[config.mk]
export PLATFORM = sky130hd
export DESIGN_NAME = kim_alu_control_pipe_flat
export DESIGN_NICKNAME = d
export VERILOG_FILES = /design/src/rtl/kim_alu_control_pipe_pkg.sv /design/src/rtl/kim_alu_control_pipe_if.sv /design/src/rtl/kim_alu_control_pipe_decode.sv /design/src/rtl/kim_alu_control_pipe.sv /design/src/flat_wrapper.sv
export SDC_FILE = /design/constraint.sdc
export NUM_CORES = 1
export LEC_CHECK = 0
export BUFFER_PORTS_ARGS = -buffer_cell sky130_fd_sc_hd__clkbuf_2
export CAP_MARGIN = 40
export CORE_UTILIZATION = 55
export DETAILED_ROUTE_END_ITERATION = 16
export PLACE_DENSITY = 0.8
export SLEW_MARGIN = 15
export SYNTH_ARGS = -nofsm -noshare
export SYNTH_HDL_FRONTEND = slang
export SYNTH_HIERARCHICAL = 1
export SYNTH_SLANG_ARGS = --single-unit
export TNS_END_PERCENT = 50
[constraint.sdc]
create_clock -name clk -period 2.1 [get_ports clk]
set_input_delay 0.21 -clock clk [delete_from_list [all_inputs] [get_ports clk]]
set_output_delay 0.21 -clock clk [all_outputs]
set_load 0.005 [all_outputs]
[src/rtl/kim_alu_control_pipe_pkg.sv]
// ---------------------------------------------------------------------------
// kim_alu_pkg
// Shared definitions for the ID/EX ALU control stage of the 32-bit MIPS core:
//   - main-decoder alu_op encodings (OP_*)
//   - R-type funct encodings (FN_*)
//   - ALU control codes driven into EX (CTRL_*)
//   - mult/div sequencer state enum and the decoder result struct
// ---------------------------------------------------------------------------
package kim_alu_pkg;

    // Main-decoder ALU op
    localparam logic [2:0] OP_ADD   = 3'b000;
    localparam logic [2:0] OP_SUB   = 3'b001;
    localparam logic [2:0] OP_RTYPE = 3'b010;
    localparam logic [2:0] OP_AND   = 3'b011;
    localparam logic [2:0] OP_OR    = 3'b100;
    localparam logic [2:0] OP_SLT   = 3'b101;
    localparam logic [2:0] OP_LUI   = 3'b110;
    localparam logic [2:0] OP_RSVD  = 3'b111;

    // R-type funct field
    localparam logic [5:0] FN_ADD   = 6'b100000;
    localparam logic [5:0] FN_ADDU  = 6'b100001;
    localparam logic [5:0] FN_SUB   = 6'b100010;
    localparam logic [5:0] FN_SUBU  = 6'b100011;
    localparam logic [5:0] FN_AND   = 6'b100100;
    localparam logic [5:0] FN_OR    = 6'b100101;
    localparam logic [5:0] FN_XOR   = 6'b100110;
    localparam logic [5:0] FN_NOR   = 6'b100111;
    localparam logic [5:0] FN_SLT   = 6'b101010;
    localparam logic [5:0] FN_SLTU  = 6'b101011;
    localparam logic [5:0] FN_SLL   = 6'b000000;
    localparam logic [5:0] FN_SRL   = 6'b000010;
    localparam logic [5:0] FN_SRA   = 6'b000011;
    localparam logic [5:0] FN_MFHI  = 6'b010000;
    localparam logic [5:0] FN_MFLO  = 6'b010010;
    localparam logic [5:0] FN_MULT  = 6'b011000;
    localparam logic [5:0] FN_DIV   = 6'b011010;

    // ALU control codes
    localparam logic [3:0] CTRL_AND  = 4'b0000;
    localparam logic [3:0] CTRL_OR   = 4'b0001;
    localparam logic [3:0] CTRL_ADD  = 4'b0010;
    localparam logic [3:0] CTRL_LUI  = 4'b0011;
    localparam logic [3:0] CTRL_SUB  = 4'b0110;
    localparam logic [3:0] CTRL_SLT  = 4'b0111;
    localparam logic [3:0] CTRL_SLL  = 4'b1000;
    localparam logic [3:0] CTRL_SRL  = 4'b1001;
    localparam logic [3:0] CTRL_SRA  = 4'b1010;
    localparam logic [3:0] CTRL_SLTU = 4'b1011;
    localparam logic [3:0] CTRL_NOR  = 4'b1100;
    localparam logic [3:0] CTRL_XOR  = 4'b1101;
    localparam logic [3:0] CTRL_MFHI = 4'b1110;
    localparam logic [3:0] CTRL_MFLO = 4'b1111;

    // Mult/div sequencer
    typedef enum logic [1:0] {
        IDLE = 2'd0,
        BUSY = 2'd1,
        DONE = 2'd2
    } md_state_t;

    // Decoder result
    typedef struct packed {
        logic [3:0] ctrl;     // ALU control code
        logic       is_md;    // mult or div
        logic       is_div;   // div (only meaningful with is_md)
        logic       is_hilo;  // mfhi or mflo
        logic       illegal;  // unsupported encoding
    } dec_t;

endpackage

[src/rtl/kim_alu_control_pipe_if.sv]
// ---------------------------------------------------------------------------
// kim_alu_control_pipe_if
// ID-side request and EX-side result bundle of the ALU control stage.
//   master : ID stage / pipeline control (drives id_valid_in, flush_in,
//            alu_op_in, funct_in; observes everything else)
//   slave  : kim_alu_control_pipe
// Ports carried:
//   id_valid_in, flush_in, alu_op_in, funct_in        (ID -> stage)
//   ex_valid_out, alu_control, stall_out, md_start,
//   md_is_div, md_busy, hilo_we, illegal_out          (stage -> pipeline)
// ---------------------------------------------------------------------------
interface kim_alu_control_pipe_if #(
    parameter int ALU_OP_WIDTH = 3,
    parameter int FUNCT_WIDTH  = 6,
    parameter int CTRL_WIDTH   = 4
);
    logic                    id_valid_in;
    logic                    flush_in;
    logic [ALU_OP_WIDTH-1:0] alu_op_in;
    logic [FUNCT_WIDTH-1:0]  funct_in;
    logic                    ex_valid_out;
    logic [CTRL_WIDTH-1:0]   alu_control;
    logic                    stall_out;
    logic                    md_start;
    logic                    md_is_div;
    logic                    md_busy;
    logic                    hilo_we;
    logic                    illegal_out;

    modport master (
        output id_valid_in, flush_in, alu_op_in, funct_in,
        input  ex_valid_out, alu_control, stall_out, md_start,
               md_is_div, md_busy, hilo_we, illegal_out
    );

    modport slave (
        input  id_valid_in, flush_in, alu_op_in, funct_in,
        output ex_valid_out, alu_control, stall_out, md_start,
               md_is_div, md_busy, hilo_we, illegal_out
    );
endinterface

[src/rtl/kim_alu_control_pipe_decode.sv]
// ---------------------------------------------------------------------------
// kim_alu_decode_p
// Purely combinational ALU control decode.
//   alu_op : main-decoder ALU op
//   funct  : instruction funct field (used when alu_op selects R-type)
//   dec    : {ctrl, is_md, is_div, is_hilo, illegal}
// Unsupported encodings decode to add with illegal set.
// ---------------------------------------------------------------------------
module kim_alu_decode_p
    import kim_alu_pkg::*;
#(
    parameter int ALU_OP_WIDTH = 3,
    parameter int FUNCT_WIDTH  = 6
) (
    input  logic [ALU_OP_WIDTH-1:0] alu_op,
    input  logic [FUNCT_WIDTH-1:0]  funct,
    output dec_t                    dec
);

    logic [2:0] op;
    logic [5:0] fn;

    assign op = 3'(alu_op);
    assign fn = 6'(funct);

    always_comb begin
        // NOTE: every field gets a default before the case so no path leaves
        // an output unassigned, which would otherwise infer a latch.
        dec      = '0;
        dec.ctrl = CTRL_ADD;
        case (op)
            OP_ADD:  dec.ctrl = CTRL_ADD;
            OP_SUB:  dec.ctrl = CTRL_SUB;
            OP_AND:  dec.ctrl = CTRL_AND;
            OP_OR:   dec.ctrl = CTRL_OR;
            OP_SLT:  dec.ctrl = CTRL_SLT;
            OP_LUI:  dec.ctrl = CTRL_LUI;
            OP_RSVD: dec.illegal = 1'b1;
            OP_RTYPE: begin
                case (fn)
                    FN_ADD, FN_ADDU: dec.ctrl = CTRL_ADD;
                    FN_SUB, FN_SUBU: dec.ctrl = CTRL_SUB;
                    FN_AND:  dec.ctrl = CTRL_AND;
                    FN_OR:   dec.ctrl = CTRL_OR;
                    FN_XOR:  dec.ctrl = CTRL_XOR;
                    FN_NOR:  dec.ctrl = CTRL_NOR;
                    FN_SLT:  dec.ctrl = CTRL_SLT;
                    FN_SLTU: dec.ctrl = CTRL_SLTU;
                    FN_SLL:  dec.ctrl = CTRL_SLL;
                    FN_SRL:  dec.ctrl = CTRL_SRL;
                    FN_SRA:  dec.ctrl = CTRL_SRA;
                    FN_MFHI: begin
                        dec.ctrl    = CTRL_MFHI;
                        dec.is_hilo = 1'b1;
                    end
                    FN_MFLO: begin
                        dec.ctrl    = CTRL_MFLO;
                        dec.is_hilo = 1'b1;
                    end
                    FN_MULT: dec.is_md = 1'b1;
                    FN_DIV: begin
                        dec.is_md  = 1'b1;
                        dec.is_div = 1'b1;
                    end
                    default: dec.illegal = 1'b1;
                endcase
            end
            default: dec.illegal = 1'b1;
        endcase
    end

endmodule

[src/rtl/kim_alu_control_pipe.sv]
// ---------------------------------------------------------------------------
// kim_alu_control_pipe
// Registered ALU control stage at the ID/EX boundary. Decodes alu_op/funct,
// registers the result into EX, sequences the multi-cycle mult/div unit and
// stalls ID/IF on HI/LO structural hazards.
//   clk, rst_n : core clock, asynchronous active-low reset
//   bus        : kim_alu_control_pipe_if.slave (ID request, EX results,
//                stall, mult/div handshake, HI/LO write enable, illegal flag)
// Build option: ALU_CTRL_ILLEGAL_TRAP_EN -- when defined, an illegal
// encoding raises illegal_out while it sits in EX and is squashed
// (ex_valid_out=0); otherwise it executes as add and illegal_out stays 0.
// MUL_CYCLES and DIV_CYCLES must be >= 2; CNT_WIDTH must hold both.
// ---------------------------------------------------------------------------
module kim_alu_control_pipe
    import kim_alu_pkg::*;
#(
    parameter int ALU_OP_WIDTH = 3,
    parameter int FUNCT_WIDTH  = 6,
    parameter int CTRL_WIDTH   = 4,
    parameter int MUL_CYCLES   = 4,
    parameter int DIV_CYCLES   = 32,
    parameter int CNT_WIDTH    = 6
) (
    input logic                    clk,
    input logic                    rst_n,
    kim_alu_control_pipe_if.slave  bus
);

`ifdef ALU_CTRL_ILLEGAL_TRAP_EN
    localparam bit TRAP_EN = 1'b1;
`else
    // Legacy build: illegal encodings run as add; the illegal register below
    // can only ever load 0, so illegal_out is constant 0.
    localparam bit TRAP_EN = 1'b0;
`endif

    localparam logic [CNT_WIDTH-1:0] MUL_LOAD = CNT_WIDTH'(MUL_CYCLES - 1);
    localparam logic [CNT_WIDTH-1:0] DIV_LOAD = CNT_WIDTH'(DIV_CYCLES - 1);

    dec_t                 id_dec;
    logic                 ex_valid;
    logic [3:0]           ex_ctrl;
    logic                 ex_is_md;
    logic                 ex_is_div;
    logic                 ex_is_hilo;
    logic                 ex_illegal;
    md_state_t            state, state_nxt;
    logic [CNT_WIDTH-1:0] cnt, cnt_nxt;
    logic                 stall;
    logic                 md_launch;

    kim_alu_decode_p #(
        .ALU_OP_WIDTH (ALU_OP_WIDTH),
        .FUNCT_WIDTH  (FUNCT_WIDTH)
    ) u_decode (
        .alu_op (bus.alu_op_in),
        .funct  (bus.funct_in),
        .dec    (id_dec)
    );

    // Only ops that touch HI/LO conflict with an in-flight mult/div.
    assign stall     = (state != IDLE) && ex_valid && (ex_is_md || ex_is_hilo);
    // A flushed mult/div in EX must not launch; one already running continues.
    assign md_launch = (state == IDLE) && ex_valid && ex_is_md && !bus.flush_in;

    // ---------------- EX register ----------------
    // NOTE: sequential state uses non-blocking assignments so every register
    // samples pre-edge values regardless of process ordering.
    always_ff @(posedge clk or negedge rst_n) begin
        if (!rst_n) begin
            ex_valid   <= 1'b0;
            ex_ctrl    <= CTRL_ADD;
            ex_is_md   <= 1'b0;
            ex_is_div  <= 1'b0;
            ex_is_hilo <= 1'b0;
            ex_illegal <= 1'b0;
        end else if (bus.flush_in) begin
            ex_valid   <= 1'b0;
            ex_illegal <= 1'b0;
        end else if (!stall) begin
            ex_valid   <= bus.id_valid_in && !(TRAP_EN && id_dec.illegal);
            ex_ctrl    <= id_dec.ctrl;
            ex_is_md   <= id_dec.is_md;
            ex_is_div  <= id_dec.is_div;
            ex_is_hilo <= id_dec.is_hilo;
            ex_illegal <= TRAP_EN && bus.id_valid_in && id_dec.illegal;
        end
    end

    // ---------------- mult/div FSM: state register ----------------
    always_ff @(posedge clk or negedge rst_n) begin
        if (!rst_n) begin
            state <= IDLE;
            cnt   <= '0;
        end else begin
            state <= state_nxt;
            cnt   <= cnt_nxt;
        end
    end

    // ---------------- mult/div FSM: next state ----------------
    // Counter is loaded with latency-1 so that DONE (hilo_we) lands exactly
    // MUL_CYCLES / DIV_CYCLES cycles after the md_start cycle.
    always_comb begin
        state_nxt = state;
        cnt_nxt   = cnt;
        case (state)
            IDLE: begin
                if (md_launch) begin
                    state_nxt = BUSY;
                    cnt_nxt   = ex_is_div ? DIV_LOAD : MUL_LOAD;
                end
            end
            BUSY: begin
                cnt_nxt = cnt - CNT_WIDTH'(1);
                if (cnt == CNT_WIDTH'(1)) state_nxt = DONE;
            end
            DONE:    state_nxt = IDLE;
            default: state_nxt = IDLE;
        endcase
    end

    // ---------------- mult/div FSM: outputs ----------------
    always_comb begin
        bus.md_start  = md_launch;
        bus.md_is_div = md_launch && ex_is_div;
        bus.md_busy   = (state != IDLE);
        bus.hilo_we   = (state == DONE);
    end

    assign bus.ex_valid_out = ex_valid;
    assign bus.alu_control  = CTRL_WIDTH'(ex_ctrl);
    assign bus.stall_out    = stall;
    assign bus.illegal_out  = ex_illegal;

endmodule

[src/flat_wrapper.sv]
// flat-port wrapper written by rule: the top's interface ports become plain ports
module kim_alu_control_pipe_flat import kim_alu_pkg::*;
#(
    parameter int ALU_OP_WIDTH = 3,
    parameter int FUNCT_WIDTH  = 6,
    parameter int CTRL_WIDTH   = 4,
    parameter int MUL_CYCLES   = 4,
    parameter int DIV_CYCLES   = 32,
    parameter int CNT_WIDTH    = 6
)
  (clk, rst_n, bus_id_valid_in, bus_flush_in, bus_alu_op_in, bus_funct_in, bus_ex_valid_out, bus_alu_control, bus_stall_out, bus_md_start, bus_md_is_div, bus_md_busy, bus_hilo_we, bus_illegal_out);
  kim_alu_control_pipe_if #(.ALU_OP_WIDTH(ALU_OP_WIDTH), .FUNCT_WIDTH(FUNCT_WIDTH), .CTRL_WIDTH(CTRL_WIDTH)) bus_i ();
  input logic clk;
  input logic rst_n;
  input wire logic [$bits(bus_i.id_valid_in)-1:0] bus_id_valid_in;
  input wire logic [$bits(bus_i.flush_in)-1:0] bus_flush_in;
  input wire logic [$bits(bus_i.alu_op_in)-1:0] bus_alu_op_in;
  input wire logic [$bits(bus_i.funct_in)-1:0] bus_funct_in;
  output wire logic [$bits(bus_i.ex_valid_out)-1:0] bus_ex_valid_out;
  output wire logic [$bits(bus_i.alu_control)-1:0] bus_alu_control;
  output wire logic [$bits(bus_i.stall_out)-1:0] bus_stall_out;
  output wire logic [$bits(bus_i.md_start)-1:0] bus_md_start;
  output wire logic [$bits(bus_i.md_is_div)-1:0] bus_md_is_div;
  output wire logic [$bits(bus_i.md_busy)-1:0] bus_md_busy;
  output wire logic [$bits(bus_i.hilo_we)-1:0] bus_hilo_we;
  output wire logic [$bits(bus_i.illegal_out)-1:0] bus_illegal_out;
  assign bus_i.id_valid_in = bus_id_valid_in;
  assign bus_i.flush_in = bus_flush_in;
  assign bus_i.alu_op_in = bus_alu_op_in;
  assign bus_i.funct_in = bus_funct_in;
  assign bus_ex_valid_out = bus_i.ex_valid_out;
  assign bus_alu_control = bus_i.alu_control;
  assign bus_stall_out = bus_i.stall_out;
  assign bus_md_start = bus_i.md_start;
  assign bus_md_is_div = bus_i.md_is_div;
  assign bus_md_busy = bus_i.md_busy;
  assign bus_hilo_we = bus_i.hilo_we;
  assign bus_illegal_out = bus_i.illegal_out;
  kim_alu_control_pipe #(.ALU_OP_WIDTH(ALU_OP_WIDTH), .FUNCT_WIDTH(FUNCT_WIDTH), .CTRL_WIDTH(CTRL_WIDTH), .MUL_CYCLES(MUL_CYCLES), .DIV_CYCLES(DIV_CYCLES), .CNT_WIDTH(CNT_WIDTH)) u_core (.clk(clk), .rst_n(rst_n), .bus(bus_i));
endmodule
# Word level (Yosys, flattened, before mapping)
# Cells that the tools add are included.
[totals]
ff_bits = 17
input_bits = 13
output_inout_bits = 11
elab_cells = 71
[classes]
addsub = 1
n_eq_ne = 26
mux = 16
bitwise = 2
reduce_logical = 18
[op_table]
columns = ["operator", "n"]
rows = [
  ["6-bit == test (second input constant)", 8],
  ["4-bit case mux with 12 select lines", 1],
  ["6-bit by 5-bit == test with 1-bit output (second input constant)", 4],
  ["4-bit case mux with 6 select lines", 1],
  ["6-bit by 2-bit == test with 1-bit output (second input constant)", 2],
  ["6-bit case mux with 2 select lines", 1],
  ["3-bit == test (second input constant)", 3],
  ["1-bit 2-to-1 mux", 7],
  ["3-bit by 2-bit == test with 1-bit output (second input constant)", 2],
  ["6-bit by 1-bit == test with 1-bit output (second input constant)", 1],
  ["1-bit logical AND", 6],
  ["6-bit logical NOT", 1],
  ["6-bit 2-to-1 mux", 1],
  ["2-bit AND reduction", 3],
  ["2-bit OR reduction", 3],
  ["6-bit by 1-bit subtractor with 6-bit output (second input constant)", 1],
  ["5-bit 2-to-1 mux", 1],
  ["2-bit 2-to-1 mux", 2],
  ["2-bit by 1-bit != test with 1-bit output (second input constant)", 2],
  ["2-bit case mux with 2 select lines", 1],
  ["2-bit nonzero test", 2],
  ["3-bit by 1-bit == test with 1-bit output (second input constant)", 1],
  ["3-bit 2-to-1 mux", 1],
  ["2-bit by 1-bit == test with 1-bit output (second input constant)", 1],
  ["other kinds (6)", 7],
]

# Longest topological paths before layout
# Gate-level depths: netlist of the first run.
[depth]
word_depth = 6
mapped_depth = 6
ltp_nobuf = 5

# Modules after synthesis
# The synthesis of the first run kept the hierarchy.
[modules_own_cells]
columns = ["mod", "n_inst", "cells_per_inst", "area_each_um2", "seq_area_each_um2"]
rows = [
  ["kim_alu_control_pipe", 1, 66, 778.2, 401.6],
  ["kim_alu_decode_p", 1, 57, 381.6, 0.0],
]

# Worst setup path before layout of the first run
# No wires, ideal clock.
[synth_path]
kind = "flip-flop to flip-flop"
start = "reg u_core.state[1]"
end = "reg u_core.ex_ctrl[0], in the netlist u_core/bus.alu_control[0]"
setup_ns = 0.125
arrival_time_ns = 1.309
required_ns = 1.975
path_slack_ns = 0.666
stages_incl_launch_ff = 4
n_path_buf = 0
synth_period_minus_slack_ns = 1.434
path_cell_list = "dfrtp_1 > o221a_2 > nor2_2 > mux2_2"
[synth_via]
elab_chain_len = 5
[synth_lines]
columns = ["item", "line_no", "source"]
rows = [
  ["from (decl)", "kim_alu_control_pipe.sv:47", "md_state_t state, state_nxt;"],
  ["from (signal assigned)", "kim_alu_control_pipe.sv:96", "state <= state_nxt;"],
  ["2-bit nonzero test", "kim_alu_control_pipe.sv:62", "assign stall = (state != IDLE) && ex_valid && (ex_is_md || ex_is_hilo);"],
  ["1-bit logical AND (2 in series)", "kim_alu_control_pipe.sv:62", ""],
  ["net bus_stall_out", "flat_wrapper.sv:21", "output wire logic [$bits(bus_i.stall_out)-1:0] bus_stall_out;"],
  ["1-bit NOT (no source line)", "-", ""],
  ["2-bit AND reduction (no source line)", "-", ""],
  ["to (signal assigned)", "kim_alu_control_pipe.sv:82", "ex_ctrl <= id_dec.ctrl;"],
  ["to (decl)", "kim_alu_control_pipe.sv:42", "logic [3:0] ex_ctrl;"],
]
# The timed path passes the listed nets, and every way through them passes these cells.
# A chain may end at the register's enable or synchronous reset.

# Worst setup path in the final report of the first run
[layout_path]
start = "reg u_core.state[0]"
end = "out bus_md_is_div"
[layout_via]
elab_chain_len = 5
[layout_lines]
columns = ["item", "line_no", "source"]
rows = [
  ["2-bit logical NOT", "kim_alu_control_pipe.sv:64", "assign md_launch = (state == IDLE) && ex_valid && ex_is_md && !bus.flush_in;"],
  ["1-bit logical AND (3 in series)", "kim_alu_control_pipe.sv:64", ""],
  ["1-bit logical AND", "kim_alu_control_pipe.sv:126", "bus.md_is_div = md_launch && ex_is_div;"],
  ["to (decl)", "flat_wrapper.sv:23", "output wire logic [$bits(bus_i.md_is_div)-1:0] bus_md_is_div;"],
]
# No other way between the ends.

==> flow_metrics.py, run 1 <==
metrics = {
    "outcome": {
        "status": "finished clean",
    },
    "finish": {
        "post-route-util_pct": 65.7,
        "nNetsFinal": 156,
        "drive_above_1_share_pct": 30.7,
        "fill_cells": 181,
        "fin_cells": 167,
        "areaGrowthSynthToFinish_pct": 12.6,
        "diodes": 0,
    },
    "routing": {
        "final_antenna_net_count": 0,
        "routed_wl_um": 2470,
        "drc": 0,
        "wl_per_cell_um": 14.8,
        "drt_iter0_drc": 27,
        "num_vias": 985,
        "viasPerCell": 5.90,
        "drtPass1Iterations": 4,
    },
    "logic_synthesis": {
        "yosys_warnings": 6,
        "syn_nets": 134,
        "syn_area_mm2": 0.00113,
        "syn_avg_cell_area_um2": 9.53,
        "synth_cells": 119,
    },
    "worst_setup_path": {
        "crit_end": "bus_md_is_div",
        "crit_required_ns": 1.89,
        "cpPeakStageDelay_ns": 0.46,
        "path_max_fanout": 7,
        "crit_path_start_kind": "flip-flop",
        "path_class": "reg -> out",
        "reg2reg_from": "u_core/state[1]",
        "endpoint_kind": "output pin",
        "critPathLaunch": "u_core/state[0]",
        "arrival_ns": 1.65,
        "crit_chain": "nand4bb_4 > nor3b_1 > clkbuf_2",
        "crit_cells": 3,
        "slowest_stage": "dfrtp_1",
        "regToRegEndpoint": "u_core/bus.alu_control[3]",
        "worst_r2r_path_depth": 3,
        "regToRegSetupSlack_ns": 0.49,
        "critPathTopFamily": "simple AND/OR/NAND/NOR gates",
        "cp.buffers_inverters": 1,
    },
    "clocking": {
        "tritoncts": "built",
        "clk_pin_slew_ns": 0.09,
        "numCtsBuffers": 3,
        "cts_setup_buffers": 0,
        "cts_sinks": 16,
        "worstSkewPairLatency_ns": 0.28,
        "clockBufferDepth": 2,
        "cts.root.buffer_cell": "clkbuf_4",
        "htreeDepth": 1,
    },
    "global_route": {
        "grt_max_degree": 17,
        "grt_pass1_vias": 871,
        "grt_pass1_wl_um": 3680,
        "antenna_found_initial": 0,
        "grt_overflow": 0,
        "grt_util_all_layers_pct": 24.1,
    },
    "sta": {
        "fmax_ghz": 0.538,
        "fin_skew_ns": 0.00410,
        "period_share_pct": 88.4,
        "rsz0062_at_grt": "false",
        "drv_slew": 0,
        "whs_ns": 0.148,
        "hold_viol": 0,
        "fin_setup_tns_ns": 0,
        "setup_violations": 0,
        "min_period_ns": 1.86,
    },
    "die": {
        "die_x_um": 47.4,
        "ios": 24,
        "die_h_um": 47.4,
        "core_area_mm2": 0.00194,
        "start_util_pct": 58.4,
        "fp-row-count": 16,
        "dieArea_mm2": 0.00225,
    },
    "placement": {
        "place.port_buffers": 22,
        "place_hpwl_um": 1850,
        "gp_congestion": 0.925,
        "dp.cells": 162,
    },
    "min_path": {
        "hold_class": "in -> reg",
    },
    "power": {
        "leakage_nw": 0.622,
        "vdd_drop_max_mv": 0.458,
        "power.density_mw_per_mm2": 698,
    },
    "flow_run": {
        "maxCapViolCount": 0,
    },
}
## how the worst min path moves through the flow
stage                     from                         to  slack [ns]  depth (start not counted)
3_3_place_gp             rst_n  u_core/bus.alu_control[2]        0.15                          1
5_1_grt        bus_id_valid_in    u_core/bus.ex_valid_out        0.16                          3
4_1_cts        bus_id_valid_in    u_core/bus.ex_valid_out        0.15                          3
3_5_place_dp             rst_n  u_core/bus.alu_control[2]        0.15                          1
6_report       bus_id_valid_in    u_core/bus.ex_valid_out        0.15                          3
2_1_floorplan            rst_n  u_core/bus.alu_control[0]       -0.09                          0
## metrics by stage
| step | instance area, um2 | total power [mW] | setup WS, ns |
|---|---|---|---|
| 4_1_cts | 1280 | 0.890 | 0.230 |
| 6_report | 1280 | 0.890 | 0.243 |
| 3_3_place_gp | 1230 | 0.672 | 0.555 |
| 2_1_floorplan | 1130 | 0.612 | 0.666 |
| 3_5_place_dp | 1230 | 0.685 | 0.532 |
| 5_1_grt | 1280 | 0.948 | 0.146 |
## worst register-to-register path, delay by kind of cell, from the launching register on
kind | cells | cell delay [ns]
muxes | 1 | 0.38
DFF | 1 | 0.46
AOI/OAI and AO/OA | 1 | 0.34
and+or+nand+nor | 1 | 0.31
## layer usage
| layer | vias to the layer above | global-route usage [%] | share of wire, % |
|---|---|---|---|
| li1 | 468 | - | - |
| met2 | 53 | 43.0 | 51 |
| met3 | 6 | 4.23 | 5.8 |
| met1 | 458 | 28.4 | 41 |
| met4 | 0 | 9.71 | 1.2 |
| met5 | - | 0 | 0 |
## what timing repair did
item | CTS | global route
endpoints found under the setup margin | 0 | 0
hold buffers | 1 | 0
gates resized for setup | 0 | 0
hold endpoints to repair | 15 | 0
## flip-flops by register name (all words and copies together), names as in the netlist
name,count
u_core/cnt,6
u_core/ex_is_div,1
u_core/ex_is_hilo,1
u_core/ex_is_md,1
u_core/bus.ex_valid_out,1
u_core/bus.alu_control,4
u_core/state,2
## report_power, final
part | internal [mW] | switching [mW]
Combinational | 0.125 | 0.135
Sequential | 0.368 | 0.0612
Clock | 0.105 | 0.0953
Total | 0.599 | 0.292
## final cells by class
class                   count  area, um2  share of cell area [%]
repair buffers             23        120                    9.41
clock buffers               4       36.3                    2.84
multi-input cells          88        651                    51.0
well taps                  27       33.8                    2.65
inverters                   9       33.8                    2.65
flip-flops and latches     16        402                    31.5
## cells in the final DEF, fill, tap and decap left out, types with 2 or more instances in the layout
cell type,count
clkbuf_2,22
dfrtp_1,15
nor2_1,13
inv_1,9
mux2_2,7
nand2_1,6
nor2b_1,5
nand2b_1,4
o21ai_0,4
a21oi_1,4
clkbuf_4,3
nand3_1,3
nor4_1,3
nor3b_1,2
or3_1,2
a311o_1,2
a22oi_1,2
ha_1,2
nor3_1,2
(Power assumes the default switching activity.)
==> inputs of run 2 (changes only) <==
CELL_PAD_IN_SITES_DETAIL_PLACEMENT = 0   (was unset)
CELL_PAD_IN_SITES_GLOBAL_PLACEMENT = 1   (was unset)
CORE_UTILIZATION = 44   (was 55)
PLACE_DENSITY = unset   (was 0.8)
PLACE_DENSITY_LB_ADDON = 0.1   (was unset)
==> flow_metrics.py, run 2 (synthesis results as in run 1) <==
metrics = {
    "worst_setup_path": {
        "arrival_ns": 1.55,
        "regToRegSetupSlack_ns": 0.54,
        "critPathLaunch": "u_core/state[0]",
        "path_max_fanout": 7,
        "reg2reg_from": "u_core/state[1]",
        "endpoint_kind": "output pin",
        "crit_path_start_kind": "flip-flop",
        "crit_required_ns": 1.89,
        "path_class": "reg -> out",
    },
    "placement": {
        "gp_congestion": 0.778,
        "place.port_buffers": 22,
        "pre_cts_slack_ns": 0.528,
        "place_hpwl_um": 1800,
        "dp.cells": 166,
    },
    "clocking": {
        "cts_resized": 0,
        "clk_pin_slew_ns": 0.09,
        "cts_sinks": 16,
        "clockBufferDepth": 2,
        "tritoncts": "built",
        "numCtsBuffers": 3,
        "worstSkewPairLatency_ns": 0.28,
        "cts_setup_buffers": 0,
        "htreeDepth": 1,
        "cts.root.buffer_cell": "clkbuf_4",
    },
    "finish": {
        "fill_cells": 230,
        "multi_input_area_um2": 651,
        "diodes": 0,
        "seq_area_um2": 402,
        "fin_cells": 171,
        "top_register": "u_core/cnt",
        "largest_reg_flops": 6,
        "layout_common_cells": "clkbuf_2, dfrtp_1, nor2_1",
        "layout_commonest_cell": "clkbuf_2",
        "nNetsFinal": 157,
        "areaGrowthSynthToFinish_pct": 13.6,
        "drive_above_1_share_pct": 31.2,
    },
    "global_route": {
        "antenna_found_initial": 0,
        "grt_pass1_vias": 892,
        "grt_max_degree": 17,
        "grt_pass1_wl_um": 3910,
        "grt_overflow": 0,
        "grt_util_all_layers_pct": 19.2,
    },
    "routing": {
        "num_vias": 988,
        "drt_iter0_drc": 20,
        "drc": 0,
        "routed_wl_um": 2380,
        "final_antenna_net_count": 0,
        "drtPass1Iterations": 6,
        "wl_per_cell_um": 13.9,
        "viasPerCell": 5.78,
    },
    "sta": {
        "hold_viol": 0,
        "rsz0062_at_grt": "false",
        "whs_ns": 0.159,
        "drv_slew": 0,
        "fin_setup_tns_ns": 0,
        "timing.final.ws_setup_ns": 0.339,
        "setup_violations": 0,
        "period_share_pct": 83.9,
        "fmax_ghz": 0.568,
        "fin_skew_ns": 0.00275,
        "min_period_ns": 1.76,
    },
    "die": {
        "fp-row-count": 18,
        "die_x_um": 52.8,
        "core_area_mm2": 0.00245,
        "die_h_um": 52.8,
        "ios": 24,
        "dieArea_mm2": 0.00278,
        "start_util_pct": 46.2,
    },
    "power": {
        "leakage_nw": 0.627,
        "vdd_drop_max_mv": 0.636,
        "p_total_mw": 0.886,
        "power.density_mw_per_mm2": 688,
    },
    "flow_run": {
        "maxCapViolCount": 0,
    },
    "outcome": {
        "status": "finished clean",
    },
    "min_path": {
        "hold_class": "in -> reg",
        "hp-start": "bus_id_valid_in",
    },
}
-- run 2: routing by layer --
layer | vias to the layer above | wire length (um) | GRT usage (%)
li1 | 475 | - | -
met1 | 483 | 1010 | 22.1
met2 | 26 | 1260 | 34.2
met3 | 4 | 68 | 2.61
met4 | 0 | 42 | 9.65
met5 | - | 0 | 0
-- run 2: cell type report --
cell class / count / area share, %
Inverter: 9 / 2.62
Timing Repair Buffer: 24 / 9.91
Sequential cell: 16 / 31.2
Clock buffer: 4 / 2.82
Multi-Input combinational cell: 88 / 50.5
Tap cell: 30 / 2.92
-- run 2: timing repair --
action                     CTS  global route
hold buffers                 1             0
setup endpoints to repair    0             0
hold endpoints to repair    15             0
-- run 2: through the flow --
| step | area, um2 | utilization, % |
|---|---|---|
| after floorplan | 1130 | - |
| after global placement | 1240 | 50.6 |
| after detailed placement | 1240 | 50.6 |
| after CTS | 1290 | 52.4 |
| after global routing | 1290 | 52.4 |
| final | 1290 | 52.4 |
-- run 2: critical path, stage by stage (launching register included) --
cell       delay [ns]
dfrtp_1          0.45
nand4bb_4        0.27
or2_0            0.35
inv_1            0.09
clkbuf_2         0.11
-- run 2: path summary, 6_finish.rpt --
| check | end | cells after the start |
|---|---|---|
| min | u_core/bus.ex_valid_out | 3 |
| min in group asynchronous | u_core/bus.alu_control[2] | 2 |
| max in group asynchronous | u_core/bus.alu_control[1] | 2 |
| max | bus_md_start | 4 |
| min reg2reg | u_core/cnt[5] | 1 |
| max reg2reg | u_core/bus.alu_control[3] | 3 |
-- run 2: report_power, final --
part	internal, mW	leakage (nW)	switching (mW)
clock	0.105	0.0210	0.0939
combinational	0.125	0.394	0.131
sequential	0.368	0.213	0.0622
total	0.599	0.627	0.287
==> inputs of run 3 (changes only) <==
CORE_UTILIZATION = 41   (was 44)
clock period = 1.7 ns   (was 2.1 ns; I/O delays follow)
==> flow_metrics.py, run 3 (synthesis results as in run 1) <==
metrics = {
    "worst_setup_path": {
        "path_max_fanout": 7,
        "arrival_ns": 1.47,
        "crit_required_ns": 1.53,
        "crit_path_start_kind": "flip-flop",
        "worst_r2r_path_depth": 3,
        "regToRegEndpoint": "u_core/ex_is_div",
        "endpoint_kind": "output pin",
        "path_class": "reg -> out",
        "reg2reg_from": "u_core/state[0]",
        "regToRegSetupSlack_ns": 0.12,
    },
    "clocking": {
        "cts.root.buffer_cell": "clkbuf_4",
        "cts_sinks": 16,
        "clk_pin_slew_ns": 0.09,
        "tritoncts": "built",
        "worstSkewPairLatency_ns": 0.27,
        "cts_setup_buffers": 0,
        "clockBufferDepth": 2,
        "htreeDepth": 1,
        "numCtsBuffers": 3,
    },
    "outcome": {
        "status": "finished clean",
    },
    "die": {
        "die_h_um": 54.6,
        "core_area_mm2": 0.00254,
        "dieArea_mm2": 0.00298,
        "ios": 24,
        "start_util_pct": 44.5,
        "fp-row-count": 18,
        "die_x_um": 54.6,
    },
    "sta": {
        "fin_skew_ns": 0.000890,
        "hold_viol": 0,
        "rsz0062_at_grt": "true",
        "drv_slew": 0,
        "period_share_pct": 96.7,
        "fin_setup_tns_ns": 0,
        "fmax_ghz": 0.608,
        "setup_violations": 0,
        "whs_ns": 0.139,
        "min_period_ns": 1.64,
    },
    "finish": {
        "layout_commonest_cell": "clkbuf_2",
        "largest_reg_flops": 6,
        "drive_above_1_share_pct": 32.6,
        "diodes": 0,
        "nNetsFinal": 157,
        "areaGrowthSynthToFinish_pct": 14.8,
        "stdcell_area_mm2": 0.00130,
        "top_register": "u_core/cnt",
        "layout_common_cells": "clkbuf_2, dfrtp_1, nor2_1",
        "fin_cells": 171,
        "fill_cells": 240,
    },
    "placement": {
        "place_area_mm2": 0.00124,
        "dp.cells": 166,
        "place.port_buffers": 22,
        "place_hpwl_um": 1840,
        "gp_congestion": 0.739,
    },
    "routing": {
        "viasPerCell": 5.60,
        "routed_wl_um": 2360,
        "wl_per_cell_um": 13.8,
        "num_vias": 958,
        "drc": 0,
        "drt_iter0_drc": 16,
        "drtPass1Iterations": 4,
        "final_antenna_net_count": 0,
    },
    "global_route": {
        "grt_pass1_vias": 852,
        "grt_util_all_layers_pct": 17.4,
        "grt_pass1_wl_um": 3760,
        "antenna_found_initial": 0,
        "grt_overflow": 0,
        "grt_max_degree": 17,
    },
    "power": {
        "p_total_mw": 1.09,
        "leakage_nw": 0.639,
        "power.density_mw_per_mm2": 836,
        "vdd_drop_max_mv": 0.664,
    },
    "min_path": {
        "holdPathStages": 3,
        "hold_class": "in -> reg",
        "hp-start": "bus_id_valid_in",
        "holdPathEnd": "u_core/bus.ex_valid_out",
    },
    "flow_run": {
        "maxCapViolCount": 0,
    },
}
==> run 3: changes by cell type in the layout (fill, tap and decap cells not counted) <==
cell,change
or2_4,+1
or2_0,-1
nor3b_4,+1
nor3b_1,-1
==> run 3: worst max-delay path: stages, from the launching register on <==
cell and delay, ns:
dfrtp_1 0.46, nand4bb_4 0.29, or2_4 0.29, inv_1 0.06, clkbuf_2 0.10
==> run 3: report_power, final <==
| group | switching (mW) | total, mW | internal, mW |
|---|---|---|---|
| combinational | 0.161 | 0.315 | 0.155 |
| clock | 0.111 | 0.241 | 0.130 |
| sequential | 0.0765 | 0.531 | 0.455 |
| total | 0.348 | 1.09 | 0.740 |
==> run 3: worst max path at each step <==
stage	to	cells after the start	slack (ns)	from
after global routing	bus_md_start	4	-0.01	u_core/state[0]
after global placement	bus_md_is_div	3	0.15	u_core/state[0]
after detailed placement	u_core/ex_is_div	3	0.13	u_core/state[1]
after CTS	bus_md_start	4	0.009	u_core/state[0]
final	bus_md_start	4	0.06	u_core/state[0]
after floorplan	u_core/bus.alu_control[0]	3	0.27	u_core/state[1]
==> run 3: layout make-up <==
cell class	count	area [um2]	area share [%]
Clock buffer	4	36.3	2.79
Inverter	9	33.8	2.60
Multi-Input combinational cell	88	664	51.1
Sequential cell	16	402	30.9
Tap cell	30	37.5	2.88
Timing Repair Buffer	24	128	9.81
==> run 3: what timing repair did <==
item                                    in CTS  in global routing
pin swaps                                    0                  0
endpoints found under the setup margin       2                  2
hold buffers                                 1                  0
resized for setup                            2                  2
endpoints found under the hold margin       15                  0
==> run 3: metal layers <==
metal / vias up / GRT usage [%] / share of wire (%)
met1: 470 / 21.6 / 42
met3: 0 / 1.67 / 2.2
met2: 19 / 32.5 / 55
li1: 469 / - / -
met4: 0 / 2.56 / 0
met5: - / 0 / 0
==> run 3: metrics by stage <==
step / setup WS [ns] / util [%]
after global routing: -0.0109 / 51.1
after global placement: 0.149 / 48.8
after floorplan: 0.266 / -
after detailed placement: 0.129 / 48.8
final: 0.0563 / 51.1
after CTS: 0.00935 / 50.8
